$ cat config.mk
export PLATFORM = sky130hd
export DESIGN_NAME = int_arbiter
export DESIGN_NICKNAME = d
export VERILOG_FILES = /design/src/rtl/int_arbiter.sv
export SDC_FILE = /design/constraint.sdc
export NUM_CORES = 1
export LEC_CHECK = 0
export CORE_MARGIN = 10
export CORE_UTILIZATION = 52
export CTS_CLUSTER_DIAMETER = 100
export DETAILED_ROUTE_END_ITERATION = 12
export PLACE_DENSITY = 0.95
export SLEW_MARGIN = 15
export SYNTH_ARGS = -nofsm -noshare
export SYNTH_HDL_FRONTEND = slang
export SYNTH_SLANG_ARGS = --single-unit
$ cat constraint.sdc
create_clock -name CLK -period 3.05 [get_ports CLK]
set_input_delay 0.61 -clock CLK [delete_from_list [all_inputs] [get_ports CLK]]
set_output_delay 0.61 -clock CLK [all_outputs]
set_load 0.02 [all_outputs]
$ cat src/rtl/int_arbiter.sv
// Interrupt arbiter: per-source edge detect into pending bits, software mask,
// lowest-index priority vector and an INT output with post-acknowledge holdoff.
module int_src_lane (
  input  logic clk_i,
  input  logic rst_i,
  input  logic irq_i,
  input  logic clr_i,
  input  logic wr_mask_i,
  input  logic mask_bit_i,
  output logic pend_o,
  output logic mask_o
);
  logic irq_q, pend_q, mask_q;
  logic pend_d, mask_d;

  // A new edge beats a same-cycle clear so the event is never lost
  always_comb begin
    pend_d = (irq_i & ~irq_q) | (pend_q & ~clr_i);
    mask_d = wr_mask_i ? mask_bit_i : mask_q;
  end

  always_ff @(posedge clk_i or posedge rst_i) begin
    if (rst_i) begin
      irq_q  <= 1'b1;
      pend_q <= 1'b0;
      mask_q <= 1'b0;
    end else begin
      irq_q  <= irq_i;
      pend_q <= pend_d;
      mask_q <= mask_d;
    end
  end

  assign pend_o = pend_q;
  assign mask_o = mask_q;
endmodule

module int_arbiter #(
  parameter int         N_SRC   = 8,
  parameter logic [7:0] MASK_ID = 8'h30,
  parameter logic [7:0] PEND_ID = 8'h31,
  parameter logic [7:0] VEC_ID  = 8'h32,
  parameter int         HOLDOFF = 2
) (
  input  logic             CLK,
  input  logic             RESET,
  input  logic [N_SRC-1:0] IRQ,
  input  logic [7:0]       PORT_ID,
  input  logic [7:0]       OUT_PORT,
  input  logic             IO_STRB,
  output logic             INT,
  output logic [7:0]       RD_DATA,
  output logic             RD_HIT
);
  logic             ack, wr_mask;
  logic [N_SRC-1:0] clr, pend, mask, active;
  logic [3:0]       hold_q, hold_d;
  logic             int_q, int_d;
  logic [7:0]       vec;

  assign ack     = IO_STRB && (PORT_ID == PEND_ID);
  assign wr_mask = IO_STRB && (PORT_ID == MASK_ID);
  assign clr     = ack ? OUT_PORT[N_SRC-1:0] : '0;
  assign active  = pend & mask;

  for (genvar g = 0; g < N_SRC; g++) begin : g_lane
    int_src_lane u_lane (
      .clk_i      (CLK),
      .rst_i      (RESET),
      .irq_i      (IRQ[g]),
      .clr_i      (clr[g]),
      .wr_mask_i  (wr_mask),
      .mask_bit_i (OUT_PORT[g]),
      .pend_o     (pend[g]),
      .mask_o     (mask[g])
    );
  end

  // Holdoff keeps INT low long enough for the ISR's return to complete
  always_comb begin
    hold_d = hold_q;
    int_d  = |active;
    if (ack) begin
      hold_d = 4'(HOLDOFF);
      int_d  = 1'b0;
    end else if (hold_q != 4'd0) begin
      hold_d = hold_q - 4'd1;
      int_d  = 1'b0;
    end
  end

  always_ff @(posedge CLK or posedge RESET) begin
    if (RESET) begin
      hold_q <= 4'd0;
      int_q  <= 1'b0;
    end else begin
      hold_q <= hold_d;
      int_q  <= int_d;
    end
  end

  assign INT = int_q;

  always_comb begin
    vec = 8'hFF;
    for (int i = N_SRC - 1; i >= 0; i--)
      if (active[i]) vec = 8'(i);
  end

  always_comb begin
    RD_DATA = 8'h00;
    RD_HIT  = 1'b0;
    if (PORT_ID == MASK_ID) begin
      RD_DATA = 8'(mask);
      RD_HIT  = 1'b1;
    end else if (PORT_ID == PEND_ID) begin
      RD_DATA = 8'(pend);
      RD_HIT  = 1'b1;
    end else if (PORT_ID == VEC_ID) begin
      RD_DATA = vec;
      RD_HIT  = 1'b1;
    end
  end
endmodule

==> impl_metrics.toml, run 1 <==
[floorplanning]
ios = 37
core_mm2 = 0.00276
design.die.area_mm2 = 0.00540
row_count = 19
die_w_um = 73.5
start_util = 0.539
die_y_um = 73.5

[finish]
final_cell_area_mm2 = 0.00199
final_util = 0.721
drive_above_1_share = 0.213
n_antenna_cell = 0
nets = 206
final_cells = 209
syn2layout_area_growth_pct = 33.6

[timing]
slew_headroom = 0.643
grt_setup_unrepaired = "false"
min_period_over_period = 0.919
finalSetupViolCount = 0
hold_violations = 0
timing.fmax_mhz = 357
skew_ns = 0.0149
min_period_ns = 2.80
slew_viol_final = 0
worstMarginPinSlew_ns = 0.534
finalWorstSetupSlack_ns = 0.247

[power]
p_clk_frac = 0.264
p_int_w = 0.000670
combPwrFrac = 0.245
peakVddDrop_mv = 0.515
powerDensity_mw_per_mm2 = 477
power.switching_w = 0.000278
p_seq_frac = 0.491
p_leak_nw = 0.975
p_total_w = 0.000949
swShare = 0.293

[place]
port_buffers = 36
place_ws_ns = -0.0860
gp_congestion = 0.821
placed_cells = 201
dpl_cell_area_mm2 = 0.00192
dpl.hpwl_um = 2810

[synth]
netlist_top_cells_area = "dfrtp_1, dfstp_2, mux2_2, a221o_1, mux2i_1"
synth_common_cells = "dfrtp_1, inv_1, mux2_2, nor2b_1"
synth_cells = 129
synth.most_common_cell = "dfrtp_1"
synth_edf_count = 0
syn_area_mm2 = 0.00149
avgSynthCellArea_um2 = 11.5
yosysUniqueCellTypes = 37
syn_nets = 158
yosys_most_used_dff = "dfrtp_1"
ys_warn_count = 0
synth_largest_area_cell = "dfrtp_1"
async_flop_share = 1.00
seq_area_frac_synth = 0.495
synth_top_area_share = 0.353
synth_seq_cells = 29

[setup_path]
critPathLaunch = "PORT_ID[6]"
crit_arrival_ns = 2.19
critPathKind = "input port to output port"
critPathMaxFanout = 5
cp-start-kind = "input port"
crit-reg2reg-launch = "hold_q[0]$_DFFE_PP0P_"
cp.required_ns = 2.44
endpoint_kind = "output port"

[clock_network]
clock-sinks = 29
clockRootBuffer = "clkbuf_4"
numCtsBuffers = 5
h-tree-depth = 2
cts_buffer_depth = 2
post-cts-setup-buffer-count = 0
insertion_delay_ns = 0.34
clk_pin_slew_ns = 0.10
cts_tree = "built"

[drt]
first_pass_iters = 4
ant_nets = 0
drt_iter0_markers = 58
drcViolationCount = 0
vias_per_cell = 5.89
wl_per_cell_um = 17.6
vias = 1230
wirelength_um = 3670

[flow_run]
drv_cap = 0

[global_route]
track_usage = 0.140
grt_overflow = 0
grt_pass1_wl_um = 5960
grt_pass1_vias = 1292
grt_max_degree = 30
antenna_found_initial = 0

[worst_hold_path]
min_from = "g_lane[3].u_lane.irq_q$_DFF_PP1_"
min_path_type = "flop to flop"

[status]
status = "completed"
area by class of cell:
class / count / area (um^2)
Fill cell: 217 / 769
Sequential cell: 29 / 736
Multi-Input combinational cell: 86 / 688
Timing Repair Buffer: 43 / 415
Clock buffer: 6 / 51.3
Inverter: 12 / 45.0
Tap cell: 31 / 38.8
Clock inverter: 2 / 13.8
power groups by stage:
stage               registers (W)  logic, W  clock network (W)
floorplan                0.000463  0.000148                  0
global placement         0.000465  0.000213                  0
detailed placement       0.000473  0.000231                  0
CTS                      0.000466  0.000232           0.000258
global route             0.000470  0.000257           0.000273
finish                   0.000466  0.000233           0.000251
through the flow:
step,hold slack (ns),TNS (ns)
floorplan,0.500,0
global placement,0.516,0
detailed placement,0.546,-0.385
CTS,0.568,0
global route,0.581,0
finish,0.557,0
flip-flops by register name (all words and copies together) (netlist names):
signal / cells
INT: 1
g_lane.u_lane.irq_q: 8
g_lane.u_lane.mask_o: 8
g_lane.u_lane.pend_o: 8
hold_q: 4
repair_timing:
action / in CTS / in global routing
hold endpoints to repair: 0 / 0
hold buffers: 0 / 0
resized for setup: 6 / 4
gates cloned: 0 / 0
setup endpoints to repair: 8 / 4
worst max-delay path, stage by stage:
cell	delay (ns)
clkdlybuf4s50_1	0.39
and4bb_2	0.36
nand4_1	0.22
o22ai_1	0.23
dlygate4sd2_1	0.37
final timing paths:
path	endpoint	slack, ns	depth (start not counted)
worst min register to register	g_lane[3].u_lane.pend_o$_DFF_PP0_	0.56	2
worst max register to register	hold_q[0]$_DFFE_PP0P_	1.45	5
worst max-delay path	RD_DATA[4]	0.25	5
worst min-delay path	g_lane[3].u_lane.pend_o$_DFF_PP0_	0.56	2
min in group asynchronous	g_lane[2].u_lane.pend_o$_DFF_PP0_	0.64	3
max in group asynchronous	g_lane[7].u_lane.irq_q$_DFF_PP1_	2.09	3
metal layers:
metal,vias to the layer above,GRT usage,part of all wire
met5,-,0,0
met4,0,0.0435,0.0087
met3,5,0.0619,0.076
met2,40,0.239,0.51
met1,610,0.151,0.40
li1,575,-,-
placed cells by master, fill, tap and decap left out, types with 4 or more instances in the layout:
cell type and n:
nand2_1 7, nor2b_1 9, o22ai_1 5, inv_1 12, dfrtp_1 21, dfstp_2 8
buf_4 7, a221o_1 8, mux2_2 9, clkbuf_4 5, dlygate4sd2_1 6, mux2i_1 7
clkdlybuf4s50_1 26, dlymetal6s2s_1 4
cell families after synthesis:
family          Yosys count  share of synthesized area
flops                    29                      0.495
mux                      16                      0.115
compound gates           29                      0.156
xor+xnor                  1                    0.00589
buf+inv                  14                     0.0429
fa+ha+maj                 2                     0.0168
simple gates             38                      0.168
(Power assumes the default switching activity.)
==> run 2: changes to the inputs <==
Settings changed: CELL_PAD_IN_SITES_DETAIL_PLACEMENT from default to 1, CELL_PAD_IN_SITES_GLOBAL_PLACEMENT from default to 2, CORE_UTILIZATION 52 to 33.
==> impl_metrics.toml, run 2 (synthesis gave the netlist of run 1 again) <==
[status]
status = "completed"

[global_route]
antenna_found_initial = 0
grt_max_degree = 30
grt_pass1_wl_um = 6670
track_usage = 0.111
grt_overflow = 0
grt_pass1_vias = 1332

[setup_path]
critPathLaunch = "PORT_ID[6]"
crit-reg2reg-launch = "hold_q[0]$_DFFE_PP0P_"
crit_path_cell_trace = "clkdlybuf4s50_1, and4bb_2, nand2_1, a21oi_1, clkdlybuf4s50_1"
cp.required_ns = 2.44
critical_path_buf_inv_count = 2
endpoint_kind = "output port"
crit_arrival_ns = 2.26
cp-start-kind = "input port"
critPathMaxFanout = 6
critPathKind = "input port to output port"
cp_top_family = "buffers and inverters"
critPathMaxStageDelay_ns = 0.63
ff2ff_path_depth = 5
slowest_stage = "clkdlybuf4s50_1"
path_depth = 5
cpMostUsedCell = "clkdlybuf4s50_1"

[finish]
layout_commonest_cell = "clkdlybuf4s50_1"
final_cell_area_mm2 = 0.00203
final_util = 0.466
nets = 206
drive_above_1_share = 0.208
n_antenna_cell = 0
syn2layout_area_growth_pct = 36.4
final_cell_mix = "clkdlybuf4s50_1, dfrtp_1, inv_1, mux2_2, nor2b_1"

[drt]
first_pass_iters = 4
wirelength_um = 3960
vias_per_cell = 5.23
drt_iter0_markers = 77
ant_nets = 0
drcViolationCount = 0
wl_per_cell_um = 17.2
vias = 1202

[clock_network]
numCtsBuffers = 5
cts_buffer_depth = 2
cts_tree = "built"
clk_pin_slew_ns = 0.06
cts-hold-fix-buffers = 0
clock-sinks = 29
insertion_delay_ns = 0.28
clockRootBuffer = "clkbuf_8"
post-cts-setup-buffer-count = 0
h-tree-depth = 2

[timing]
skew_ns = 0.00590
min_period_ns = 2.87
slew_headroom = 0.645
finalSetupViolCount = 0
timing.fmax_mhz = 349
slew_viol_final = 0
hold_violations = 0
min_period_over_period = 0.940
worstMarginPinSlew_ns = 0.531
grt_setup_unrepaired = "false"
tns_ns = 0
holdWs_ns = 0.546

[floorplanning]
row_count = 24
ios = 37
die_w_um = 87.1
core_mm2 = 0.00435
start_util = 0.342
design.die.area_mm2 = 0.00759
die_y_um = 87.1

[power]
p_leak_nw = 0.963
power.switching_w = 0.000286
p_int_w = 0.000716
p_total_w = 0.00100
peakVddDrop_mv = 0.194
swShare = 0.285
p_clk_frac = 0.304
powerDensity_mw_per_mm2 = 494
p_seq_frac = 0.463
combPwrFrac = 0.233

[place]
gp_congestion = 0.771
port_buffers = 36
dpl_cell_area_mm2 = 0.00195
dpl.hpwl_um = 3090

[worst_hold_path]
min_path_type = "flop to flop"
hold_depth = 1
min_from = "g_lane[7].u_lane.mask_o$_DFFE_PP0P_"

[flow_run]
drv_cap = 0
-- run 2: changes by cell type in the layout (fill, tap and decap cells not counted), sizes merged --
cell,previous run,this run
dlymetal6s2s,4,3
clkdlybuf4s50,26,27
-- run 2: path summary, 6_finish.rpt --
check	end	slack [ns]
worst max-delay path	RD_HIT	0.18
worst min-delay path	g_lane[7].u_lane.mask_o$_DFFE_PP0P_	0.55
worst max register to register	hold_q[0]$_DFFE_PP0P_	1.48
worst min register to register	g_lane[7].u_lane.mask_o$_DFFE_PP0P_	0.55
max in group asynchronous	g_lane[4].u_lane.irq_q$_DFF_PP1_	2.03
min in group asynchronous	hold_q[3]$_DFFE_PP0P_	0.70
-- run 2: through the flow --
stage / std cells / setup WS, ns
6_report: 230 / 0.184
3_5_place_dp: 222 / -0.0960
2_1_floorplan: 129 / 0.826
5_1_grt: 230 / 0.0689
4_1_cts: 230 / 0.0134
3_3_place_gp: 222 / 0.0267
-- run 2: power groups by stage --
stage	clock [W]	sequential (W)	combinational [W]
2_1_floorplan	0	0.000463	0.000148
3_3_place_gp	0	0.000465	0.000218
3_5_place_dp	0	0.000470	0.000235
4_1_cts	0.000314	0.000464	0.000237
5_1_grt	0.000333	0.000470	0.000261
6_report	0.000305	0.000464	0.000234
-- run 2: what timing repair did --
action / 4_1_cts / 5_1_grt
pin swaps: 0 / 0
endpoints found under the hold margin: 0 / 0
endpoints found under the setup margin: 6 / 3
resized for setup: 6 / 3
-- run 2: cell type report --
type                       count  area [um^2]
sequential                    29          736
inverter                      12         45.0
fill                         471         2320
tap                           52         65.1
clock inverter                 2         10.0
clock buffer                   6         72.6
multi-input combinational     86          688
timing repair buffer          43          413
-- run 2: per-layer routing --
metal / GRT usage / part of all wire / vias up
met2: 0.187 / 0.52 / 26
met4: 0.0435 / 0.015 / 0
met3: 0.0431 / 0.053 / 6
met5: 0 / 0 / -
li1: - / - / 569
met1: 0.124 / 0.41 / 601
==> run 3: changes to the inputs <==
--- a/config.mk
+++ b/config.mk
@@ -8,5 +8,4 @@
 export CELL_PAD_IN_SITES_DETAIL_PLACEMENT = 1
 export CELL_PAD_IN_SITES_GLOBAL_PLACEMENT = 2
-export CORE_MARGIN = 10
 export CORE_UTILIZATION = 33
 export CTS_CLUSTER_DIAMETER = 100
==> constraint.sdc (replaced) <==
create_clock -name CLK -period 3.05 [get_ports CLK]
set_input_delay 0.7625 -clock CLK [delete_from_list [all_inputs] [get_ports CLK]]
set_output_delay 0.7625 -clock CLK [all_outputs]
set_load 0.02 [all_outputs]
==> impl_metrics.toml, run 3 (synthesis gave the netlist of run 1 again) <==
[status]
status = "completed"

[setup_path]
endpoint_kind = "output port"
crit_arrival_ns = 2.22
critPathMaxFanout = 4
cp-start-kind = "input port"
cp.required_ns = 2.29
ff2ff_path_depth = 5
critPathKind = "input port to output port"

[floorplanning]
die_y_um = 69.1
ios = 37
start_util = 0.342
row_count = 24
die_w_um = 69.1
core_mm2 = 0.00435
design.die.area_mm2 = 0.00478

[place]
dpl.hpwl_um = 3120
port_buffers = 36
gp_congestion = 0.783
place_ws_ns = -0.398
dpl_cell_area_mm2 = 0.00198

[timing]
min_period_over_period = 0.976
timing.fmax_mhz = 336
slew_viol_final = 0
holdWs_ns = 0.562
finalWorstSetupSlack_ns = 0.0717
min_period_ns = 2.98
hold_violations = 0
finalSetupViolCount = 0
worstMarginPinSlew_ns = 0.550
slew_headroom = 0.632
skew_ns = 0.00434

[finish]
final_cell_area_mm2 = 0.00208
n_antenna_cell = 0
syn2layout_area_growth_pct = 39.9
multiInputGateArea_um2 = 698
nets = 211
final_util = 0.478
fill_cells = 487
final_cell_mix = "clkdlybuf4s50_1, dfrtp_1, inv_1, buf_4, mux2_2"
layout_commonest_cell = "clkdlybuf4s50_1"
drive_above_1_share = 0.290
ff_latch_area_um2 = 736

[global_route]
grt_use_met3 = 0.0512
use_met2 = 0.350
grt_overflow = 0
track_usage = 0.195
grt_pass1_wl_um = 7180
top_usage_layer = "met2"
grt_pass1_vias = 1463
met1_usage = 0.215
grt_max_degree = 30
antenna_found_initial = 0

[drt]
first_pass_iters = 4
vias = 1222
wl_per_cell_um = 17.6
drt_iter0_markers = 38
wirelength_um = 4130
ant_nets = 0
drcViolationCount = 0
vias_per_cell = 5.20

[flow_run]
drv_cap = 0

[clock_network]
h-tree-depth = 2
clock-sinks = 29
cts_buffer_depth = 2
insertion_delay_ns = 0.29
clk_pin_slew_ns = 0.07
numCtsBuffers = 5
cts-hold-fix-buffers = 0
cts_tree = "built"
clockRootBuffer = "clkbuf_8"

[power]
powerDensity_mw_per_mm2 = 542
p_leak_nw = 0.938
peakVddDrop_mv = 0.190

[worst_hold_path]
hold_depth = 2
min_path_type = "flop to flop"
==> run 3: cell types whose count changed in the layout (fill, tap and decap cells not counted), sizes merged, moves of 2 or more <==
cell | previous run | this run
clkbuf | 6 | 11
clkdlybuf4s15 | 0 | 2
clkinv | 2 | 0
dlymetal6s2s | 3 | 0
buf | 7 | 14
dlygate4sd2 | 6 | 2
==> run 3: final cells by class <==
| class | count | area share |
|---|---|---|
| Clock inverter | 1 | 0.0144 |
| Multi-Input combinational cell | 86 | 0.336 |
| Tap cell | 52 | 0.0313 |
| Timing Repair Buffer | 48 | 0.202 |
| Sequential cell | 29 | 0.354 |
| Clock buffer | 7 | 0.0415 |
| Inverter | 12 | 0.0216 |
==> run 3: critical path, stage by stage <==
cell	delay, ns
clkdlybuf4s50_1	0.55
nor2b_2	0.19
nand4_1	0.18
buf_4	0.20
o22ai_1	0.14
clkbuf_2	0.19
==> run 3: routing by layer <==
| metal | wire length (um) | part of all wire |
|---|---|---|
| met5 | 0 | 0 |
| met4 | 107 | 0.026 |
| met3 | 124 | 0.030 |
| met2 | 2210 | 0.54 |
| met1 | 1680 | 0.41 |
==> run 3: through the flow <==
| step | instances | power [W] | setup TNS [ns] |
|---|---|---|---|
| after global placement | 226 | 0.000684 | -2.07 |
| after global routing | 235 | 0.00119 | -0.0113 |
| final | 235 | 0.00113 | 0 |
| after detailed placement | 226 | 0.000715 | -2.82 |
| after CTS | 234 | 0.00114 | 0 |
| after floorplan | 129 | 0.000611 | 0 |
==> run 3: timing repair <==
action	in CTS	in global routing
resized for setup	22	10
pin swaps	1	1
setup endpoints to repair	9	7
buffers inserted	0	1
==> run 3: final timing paths <==
check                                                       from                           endpoint  slack (ns)
min in group asynchronous                                  RESET              hold_q[0]$_DFFE_PP0P_        0.85
worst max register to register             hold_q[0]$_DFFE_PP0P_              hold_q[0]$_DFFE_PP0P_        1.43
worst max-delay path                                  PORT_ID[1]                         RD_DATA[7]        0.07
worst min-delay path            g_lane[3].u_lane.irq_q$_DFF_PP1_  g_lane[3].u_lane.pend_o$_DFF_PP0_        0.56
worst min register to register  g_lane[3].u_lane.irq_q$_DFF_PP1_  g_lane[3].u_lane.pend_o$_DFF_PP0_        0.56
max in group asynchronous                                  RESET   g_lane[7].u_lane.irq_q$_DFF_PP1_        1.88
==> run 3: power breakdown <==
group | switching [W] | internal, W | leakage (nW)
combinational | 0.000110 | 0.000132 | 0.554
clock | 0.000155 | 0.000266 | 0.0585
sequential | 0.0000330 | 0.000430 | 0.326
total | 0.000299 | 0.000828 | 0.938
